<file path="config.mk">
export PLATFORM = sky130hd
export DESIGN_NAME = norm_shift
export DESIGN_NICKNAME = d
export VERILOG_FILES = /design/src/rtl/norm_shift.sv
export SDC_FILE = /design/constraint.sdc
export NUM_CORES = 1
export LEC_CHECK = 0
export ABC_CLOCK_PERIOD_IN_PS = 2700
export BUFFER_PORTS_ARGS = -buffer_cell sky130_fd_sc_hd__buf_2
export CORE_UTILIZATION = 40
export DETAILED_ROUTE_END_ITERATION = 12
export PLACE_DENSITY = 0.73
export SYNTH_ARGS = -nofsm -noshare
export SYNTH_HDL_FRONTEND = slang
export SYNTH_SLANG_ARGS = --single-unit
</file>
<file path="constraint.sdc">
create_clock -name clk -period 2.7 [get_ports clk]
set_input_delay 0.27 -clock clk [delete_from_list [all_inputs] [get_ports clk]]
set_output_delay 0.27 -clock clk [all_outputs]
set_load 0.01 [all_outputs]
</file>
<file path="src/rtl/norm_shift.sv">
// Post-add normalizer for the binary16 ALU: renormalizes a 12-bit mantissa sum
// one shift per clock, then packs sign/exponent/fraction with ovf/unf flags.
module norm_shift (
    input  logic        clk,
    input  logic        rst,
    input  logic        start,
    input  logic        s_in,
    input  logic [4:0]  e_in,
    input  logic [11:0] m_in,
    output logic        busy,
    output logic        done,
    output logic [15:0] result,
    output logic        ovf,
    output logic        unf
);

    typedef enum logic [1:0] {
        IDLE = 2'd0,
        NORM = 2'd1,
        DONE = 2'd2
    } state_t;

    state_t      state_q, state_d;
    logic        s_q, s_d;
    logic [5:0]  e_q, e_d;
    logic [11:0] m_q, m_d;
    logic [15:0] res_q, res_d;
    logic        ovf_q, ovf_d;
    logic        unf_q, unf_d;

    always_ff @(posedge clk or posedge rst) begin
        if (rst) begin
            state_q <= IDLE;
            s_q     <= 1'b0;
            e_q     <= 6'd0;
            m_q     <= 12'd0;
            res_q   <= 16'h0000;
            ovf_q   <= 1'b0;
            unf_q   <= 1'b0;
        end else begin
            state_q <= state_d;
            s_q     <= s_d;
            e_q     <= e_d;
            m_q     <= m_d;
            res_q   <= res_d;
            ovf_q   <= ovf_d;
            unf_q   <= unf_d;
        end
    end

    // NORM takes exactly one action per cycle: a terminal pack or a single shift.
    always_comb begin
        state_d = state_q;
        s_d     = s_q;
        e_d     = e_q;
        m_d     = m_q;
        res_d   = res_q;
        ovf_d   = ovf_q;
        unf_d   = unf_q;

        case (state_q)
            IDLE: begin
                if (start) begin
                    s_d     = s_in;
                    e_d     = {1'b0, e_in};
                    m_d     = m_in;
                    ovf_d   = 1'b0;
                    unf_d   = 1'b0;
                    state_d = NORM;
                end
            end

            NORM: begin
                if (m_q == 12'd0) begin
                    res_d   = {s_q, 15'b0};
                    state_d = DONE;
                end else if (m_q[11]) begin
                    if (e_q >= 6'd30) begin
                        ovf_d   = 1'b1;
                        res_d   = {s_q, 5'h1F, 10'b0};
                        state_d = DONE;
                    end else begin
                        m_d = {1'b0, m_q[11:1]};
                        e_d = e_q + 6'd1;
                    end
                end else if (m_q[10]) begin
                    if (e_q >= 6'd31) begin
                        ovf_d = 1'b1;
                        res_d = {s_q, 5'h1F, 10'b0};
                    end else if (e_q == 6'd0) begin
                        unf_d = 1'b1;
                        res_d = {s_q, 15'b0};
                    end else begin
                        res_d = {s_q, e_q[4:0], m_q[9:0]};
                    end
                    state_d = DONE;
                end else begin
                    // Another left shift would push the exponent into the denormal range.
                    if (e_q <= 6'd1) begin
                        unf_d   = 1'b1;
                        res_d   = {s_q, 15'b0};
                        state_d = DONE;
                    end else begin
                        m_d = {m_q[10:0], 1'b0};
                        e_d = e_q - 6'd1;
                    end
                end
            end

            DONE: begin
                state_d = IDLE;
            end

            default: begin
                state_d = IDLE;
            end
        endcase
    end

    assign busy   = (state_q != IDLE);
    assign done   = (state_q == DONE);
    assign result = res_q;
    assign ovf    = ovf_q;
    assign unf    = unf_q;

endmodule

</file>
=== Word level (Yosys, flattened, before mapping) ===
Index checks and enable logic that the tools add are counted.

* Bits in registers: 39
* Input bits: 21
* Output and inout port bits: 20
* Word-level logic and storage cells: 87

* $add $sub $neg: 2
* Order comparisons: 3
* Equal/unequal tests: 17
* Multiplexer cells: 42
* Reduce and logical (&&, ||, !) cells: 14

{| class="wikitable"
|+ Operator list
! kind !! number
|-
| two-way mux 16 bit || 5
|-
| two-way mux 12 bit || 4
|-
| two-way mux 6 bit || 6
|-
| two-way mux 15 bit || 2
|-
| inequality test 3 bit, second input constant || 9
|-
| one-hot mux 12 bit (2 select lines) || 1
|-
| two-way mux 11 bit || 2
|-
| >= comparator 6 x 5 -> 1 bit, second input constant || 2
|-
| logical NOT 12 bit || 1
|-
| two-way mux 1 bit || 12
|-
| two-way mux 2 bit || 6
|-
| one-hot mux 6 bit (2 select lines) || 1
|-
| AND reduction 6 bit || 2
|-
| AND reduction 3 bit || 3
|-
| AND reduction 7 bit || 1
|-
| adder 6 x 1 -> 6 bit, second input constant || 1
|-
| <= comparator 6 x 1 -> 1 bit, second input constant || 1
|-
| logical NOT 6 bit || 1
|-
| inequality test 2 bit, second input constant || 3
|-
| subtractor 6 x 1 -> 6 bit, second input constant || 1
|-
| inequality test 5 bit, second input constant || 1
|-
| inequality test 4 bit, second input constant || 1
|-
| one-hot mux 1 bit (2 select lines) || 2
|-
| one-hot mux 2 bit (2 select lines) || 1
|-
| other kinds (8) || 9
|}

=== Depth between registers and ports, before layout ===
Gate-level depths: netlist (run 1).

* Depth in word-level cells: 7
* Mapped depth: 9
* Mapped depth without buffers: 7

=== Worst setup path after synthesis (run 1) ===
No wires, ideal clock.

* Path type: register -> register
* Start: register e_q[1]
* End: register res_q[15] (netlist: result[15])
* Setup time: 0.125 ns
* Arrival: 2.080 ns
* Required time: 2.575 ns
* Slack: 0.495 ns
* Stages on the path, launching flop included: 8
* Path buffers: 1
* Cell sequence: dfrtp_1 inv_1 ha_1 or2_1 a211o_2 o21ai_2 buf_2 mux2_2

* Cells in the longest elaborated chain, start to end: 3
* Elaborated cells on any way between the ends: 5
* Classes of those cells: order compare: 2; eq/ne: 1; reduce/logical: 2

{| class="wikitable"
|+ Ends and longest elaborated chain
! item !! line !! source
|-
| start, declared || 25 || <nowiki>logic [5:0] e_q, e_d;</nowiki>
|-
| start signal, assigned || 35 || <nowiki>e_q <= 6'd0;</nowiki>
|-
| start signal, assigned || 43 || <nowiki>e_q <= e_d;</nowiki>
|-
| >= comparator 6 x 5 -> 1 bit or <= comparator 6 x 1 -> 1 bit (tied branches) || 78, 99 ||
|-
| inequality test 3 x 1 -> 1 bit (no source line) or nonzero test 4 bit (tied branches) || - ||
|-
| AND reduction 3 bit (no source line) (*) || - ||
|-
| end signal, assigned || 45 || <nowiki>res_q <= res_d;</nowiki>
|-
| end, declared || 27 || <nowiki>logic [15:0] res_q, res_d;</nowiki>
|}

Every way passes the cells marked *; elsewhere a longest branch is shown, timed or not.
A chain may end at the register's enable or synchronous reset.

=== Worst setup path after layout (run 1) ===
Same ends and word-level chain as after synthesis.

==> results_dict.tcl, run 1 <==
set metrics [dict create \
    p_int_mw 1.76 \
    clkLatencyLatePin_ns 0.30 \
    cts.path.max_buffers 2 \
    p_per_area_mw_per_mm2 1280 \
    arrival_ns 2.61 \
    initial_core_util_pct 42.7 \
    fin_crit_sh_pct 89.7 \
    grt_start_max_net_pins 40 \
    dieHeight_um 74.0 \
    synth_flop_cell "dfrtp_1" \
    syn_to_final_growth_pct 18.9 \
    tns_ns 0 \
    path_buf_inv 1 \
    max_stage_delay_ns 0.48 \
    cts_tree "yes" \
    cap_violations 0 \
    place.gp.congestion 0.951 \
    leakage_nw 1.16 \
    grt_pass1_vias 1619 \
    synthDistinctLibCells 47 \
    yosysSeqAreaShare_pct 47.1 \
    nets 282 \
    synth_area_leaders "dfrtp_1, a22o_1, nor2_1" \
    rsz0062_at_grt "no" \
    cts.hold.buffers_added 0 \
    synth_edf_count 0 \
    synth_top_area_share_pct 47.1 \
    fp.dieArea_sq_mm 0.00547 \
    comb_power_share_pct 46.8 \
    wl_per_cell_um 15.1 \
    fin_worst_skew_ns 0.00486 \
    worstPathCellList "inv_1, ha_1, or2_1, a211o_2, o21ai_2, mux2_2" \
    synth_area_leader_cell "dfrtp_1" \
    syn_nets 241 \
    cpLargestDelayFamily "compound AO/OA/AOI/OAI gates" \
    p_switching_mw 1.38 \
    drcViolationCount 0 \
    drv_slew 0 \
    antenna_left 0 \
    cp_max_fo 8 \
    grt_pass1_wl_um 8080 \
    hold_viol 0 \
    synth_common_cells "dfrtp_1, nor2_1, nand2_1" \
    path_class "reg -> reg" \
    wirelength_um 4900 \
    io_buffer_count 40 \
    ir_drop_v 0.000506 \
    ys_ff_latch 39 \
    power_mw 3.14 \
    clockRootBuffer "clkbuf_8" \
    grt-ovfl-total 0 \
    postCtsSetupRepairBufs 0 \
    slowest_stage "dfrtp_1" \
    outcome "finished, final reports clean" \
    place.detailed.hpwl_um 3500 \
    dr.pass1.iters 4 \
    viasPerCell 5.51 \
    clkTransAtPathRegs_ns 0.08 \
    cts_resized 0 \
    ys_warn_count 0 \
    cts_inserted_buffers 5 \
    clockPowerShare_pct 15.6 \
    pwr-share-seq_pct 37.7 \
    ys_async_sr_fraction_pct 100 \
    die_w_um 74.0 \
    cp.depth 6 \
    setup_violations 0 \
    num_rows 25 \
    slew_headroom_pct 61.9 \
    gr-usage-all-layers_pct 19.8 \
    syn_avg_cell_area_sq_um 9.59 \
    antennaDiodeCount 0 \
    htreeDepth 2 \
    drive_gt1_share_pct 25.6 \
    hold_path.class "in -> async" \
    io_pins 41 \
    end_kind "flip-flop" \
    core_sq_mm 0.00485 \
    clock-sinks 39 \
    switching_share_pct 44.0 \
    tightest_slew_ns 0.568 \
    min_period_ns 2.42 \
    clock.fmax_mhz 413 \
    syn_area_sq_mm 0.00207 \
    cp-start-kind "flip-flop" \
    worst_ep_required_time_ns 2.88 \
    rr_worst_depth 6 \
    num_vias 1791 \
    dr.first_iter.drc_count 107 \
    yosysMostFrequentCell "dfrtp_1" \
    synth_cells 216 \
    antenna_found_initial 0 \
]
==> cell type report <==
cell class | instances | area (sq um)
Clock buffer | 5 | 68.8
Clock inverter | 3 | 43.8
Fill cell | 473 | 2390
Inverter | 9 | 33.8
Multi-Input combinational cell | 154 | 995
Sequential cell | 39 | 976
Tap cell | 67 | 83.8
Timing Repair Buffer | 48 | 260
==> worst register-to-register path: cells and delay by family, from the launching register on <==
kind | cells | cell delay (ns)
mux | 1 | 0.40
simple gates | 1 | 0.29
buf+inv | 1 | 0.12
compound gates | 2 | 0.80
fa+ha+maj | 1 | 0.23
flops | 1 | 0.48
==> state kept, by name, summed over array words and instances (netlist names) <==
name / flops
unf: 1
m_q: 12
ovf: 1
s_q: 1
result: 16
e_q: 6
state_q: 2
==> cells in the final DEF (no fill, tap or decap), types with 2 or more instances in the layout <==
master    count
nor4_1        4
or4_1         2
buf_4         8
nand3_1       3
a221oi_1      9
nor2b_1       4
nor2_1       23
nand2b_1      2
ha_1          4
nor4b_1       2
a21boi_0      2
a21oi_1      15
o22ai_1       6
clkbuf_8      5
o21ai_0      12
a22o_1       10
inv_1         9
nor4_4        2
dfrtp_1      39
o21a_1        3
nor3_1        8
nand2_1      20
buf_2        40
==> power by group through the flow <==
stage	Clock (mW)	Sequential (mW)	Combinational (mW)
after floorplan	0	1.09	1.11
after global placement	0	1.18	1.44
after detailed placement	0	1.19	1.46
after CTS	0.494	1.18	1.47
after global routing	0.520	1.23	1.65
final	0.489	1.18	1.47
==> metal layers <==
metal	global-route usage, %	up-vias	part of all wire, %
met3	4.07	5	4.6
met2	27.5	52	43
met4	6.62	0	1.2
met1	30.6	859	51
met5	0	-	0
li1	-	875	-
==> path summary, 6_finish.rpt <==
path | slack (ns) | endpoint | start
hold / removal | 0.07 | m_q[7] | rst
setup / recovery | 0.28 | result[15] | e_q[1]
min in group clk | 0.16 | s_q | s_in
hold reg to reg | 0.49 | result[14] | result[14]
max in group asynchronous | 2.29 | state_q[0] | rst
setup reg to reg | 0.28 | result[15] | e_q[1]
==> cells by family after synthesis <==
logic type / Yosys count / synth area share [%]
AOI/OAI and AO/OA: 71 / 25.1
xor gates and xnor gates: 1 / 0.423
adders and majority gates: 4 / 2.42
buffers and inverters: 23 / 4.83
DFF: 39 / 47.1
muxes: 2 / 1.03
and+or+nand+nor: 76 / 19.0
==> through the flow <==
stage / utilization [%] / hold slack, ns / std cells / worst slack, ns / area [sq um]
after floorplan: - / 0.375 / 216 / 0.495 / 2070
after global placement: 48.4 / 0.413 / 317 / 0.411 / 2350
after detailed placement: 48.4 / 0.413 / 317 / 0.292 / 2350
after CTS: 50.8 / 0.0958 / 325 / 0.287 / 2460
after global routing: 50.8 / 0.119 / 325 / 0.103 / 2460
final: 50.8 / 0.0745 / 325 / 0.278 / 2460
No activity file was read; power rests on OpenSTA's default activity.
==> run 2: changes to the inputs <==
CORE_ASPECT_RATIO = 0.9   (was default)
==> run 2 against run 1 <==
Compared with the run above:
- final area decreased by 0.61%
- clock power decreased by 13%
- count of clock-buffer cells in the layout increased by 3
- global-route usage increased by 0.86 points
- non-clock buffer count unchanged
- via count decreased by 0.28%
- cell count decreased by 0.62%
- sequential share of layout area increased by 0.24 points
- maximum frequency increased by 1.2%
- critical path depth unchanged
- critical path type unchanged
- critical endpoint unchanged
- largest cell class unchanged
==> results_dict.tcl, run 2 (same netlist as run 1, synthesis figures left out) <==
set metrics [dict create \
    place.gp.congestion 0.917 \
    clockRootBuffer "clkbuf_8" \
    grt-ovfl-total 0 \
    r2r_start "e_q[1]" \
    hold_path.class "in -> async" \
    cts_inserted_buffers 5 \
    fin_crit_sh_pct 88.6 \
    cp_max_fo 8 \
    outcome "finished, final reports clean" \
    dieHeight_um 70.3 \
    rr_worst_depth 6 \
    drv_slew 0 \
    initial_core_util_pct 42.0 \
    grt_pass1_wl_um 8650 \
    r2r_slack_ns 0.31 \
    grt_pass1_vias 1729 \
    r2r_end "result[15]" \
    min_period_ns 2.39 \
    final_cell_mix "buf_2, dfrtp_1, nor2_1" \
    hold_viol 0 \
    fin_ws_ns 0.307 \
    final_common_cell "buf_2" \
    io_buffer_count 40 \
    clkTransAtPathRegs_ns 0.07 \
    leakage_nw 1.15 \
    clock-sinks 39 \
    path_class "reg -> reg" \
    num_vias 1786 \
    core_sq_mm 0.00492 \
    end_kind "flip-flop" \
    tns_ns 0 \
    fin_worst_skew_ns 0.00681 \
    tightest_slew_ns 0.706 \
    cp-start-kind "flip-flop" \
    antennaDiodeCount 0 \
    largest_reg_flops 16 \
    dp_slack_ns 0.314 \
    gr-usage-all-layers_pct 20.7 \
    wirelength_um 4890 \
    clkLatencyLatePin_ns 0.29 \
    cts.path.max_buffers 2 \
    htreeDepth 2 \
    arrival_ns 2.57 \
    nets 282 \
    rsz0062_at_grt "no" \
    slew_headroom_pct 52.9 \
    antenna_found_initial 0 \
    syn_to_final_growth_pct 18.1 \
    num_rows 24 \
    cap_violations 0 \
    drive_gt1_share_pct 25.2 \
    worst_ep_required_time_ns 2.88 \
    clock.fmax_mhz 418 \
    cts_resized 0 \
    antenna_left 0 \
    postCtsSetupRepairBufs 0 \
    setup_violations 0 \
    dr.pass1.iters 4 \
    cts_tree "yes" \
    drcViolationCount 0 \
    wl_per_cell_um 15.1 \
    die_w_um 77.8 \
    grt_start_max_net_pins 22 \
    place.detailed.hpwl_um 3580 \
    fp.dieArea_sq_mm 0.00547 \
    io_pins 41 \
    ir_drop_v 0.000446 \
    p_per_area_mw_per_mm2 1260 \
    viasPerCell 5.53 \
    cts.hold.buffers_added 0 \
    dr.first_iter.drc_count 133 \
]
[run 2: per-layer routing]
| layer | vias up | track usage, % | part of all wire (%) |
|---|---|---|---|
| met5 | - | 0 | 0 |
| met4 | 0 | 9.01 | 2.1 |
| met3 | 6 | 4.58 | 6.2 |
| met2 | 64 | 28.6 | 42 |
| met1 | 842 | 30.6 | 50 |
| li1 | 874 | - | - |
[run 2: where the power goes]
part           internal (mW)  switching, mW  total (mW)
logic                  0.636          0.844        1.48
clock network          0.233          0.193       0.426
registers              0.849          0.316        1.17
total                   1.72           1.35        3.07
[run 2: worst max-delay path, stage by stage, from the launching register on]
cell and delay [ns]:
dfrtp_1 0.47, inv_1 0.13, ha_1 0.24, or2_1 0.30, a211o_2 0.39, o21ai_2 0.38, mux2_2 0.38
[run 2: final cells by class]
cell class,instances,area [sq um]
fillers,497,2480
multi-input cells,154,995
flip-flops and latches,39,976
repair buffers,48,260
clock buffers,8,100
well taps,65,81.3
inverters,9,33.8
[run 2: through the flow]
step | std cells | util [%] | power (mW) | area, sq um | hold slack, ns
finish | 323 | 49.7 | 3.07 | 2450 | 0.0814
global route | 323 | 49.7 | 3.36 | 2450 | 0.144
CTS | 323 | 49.7 | 3.08 | 2450 | 0.113
detailed placement | 315 | 47.6 | 2.65 | 2350 | 0.429
global placement | 315 | 47.6 | 2.62 | 2350 | 0.407
floorplan | 216 | - | 2.19 | 2070 | 0.375
[run 2: worst max-delay path by stage]
stage | start | end | slack [ns] | cells past startpoint
after floorplan | e_q[1] | result[15] | 0.50 | 7
after detailed placement | e_q[1] | result[14] | 0.31 | 8
final | e_q[1] | result[15] | 0.31 | 6
after CTS | e_q[1] | result[14] | 0.30 | 8
after global placement | e_q[1] | result[15] | 0.43 | 6
after global routing | e_q[1] | result[14] | 0.10 | 8
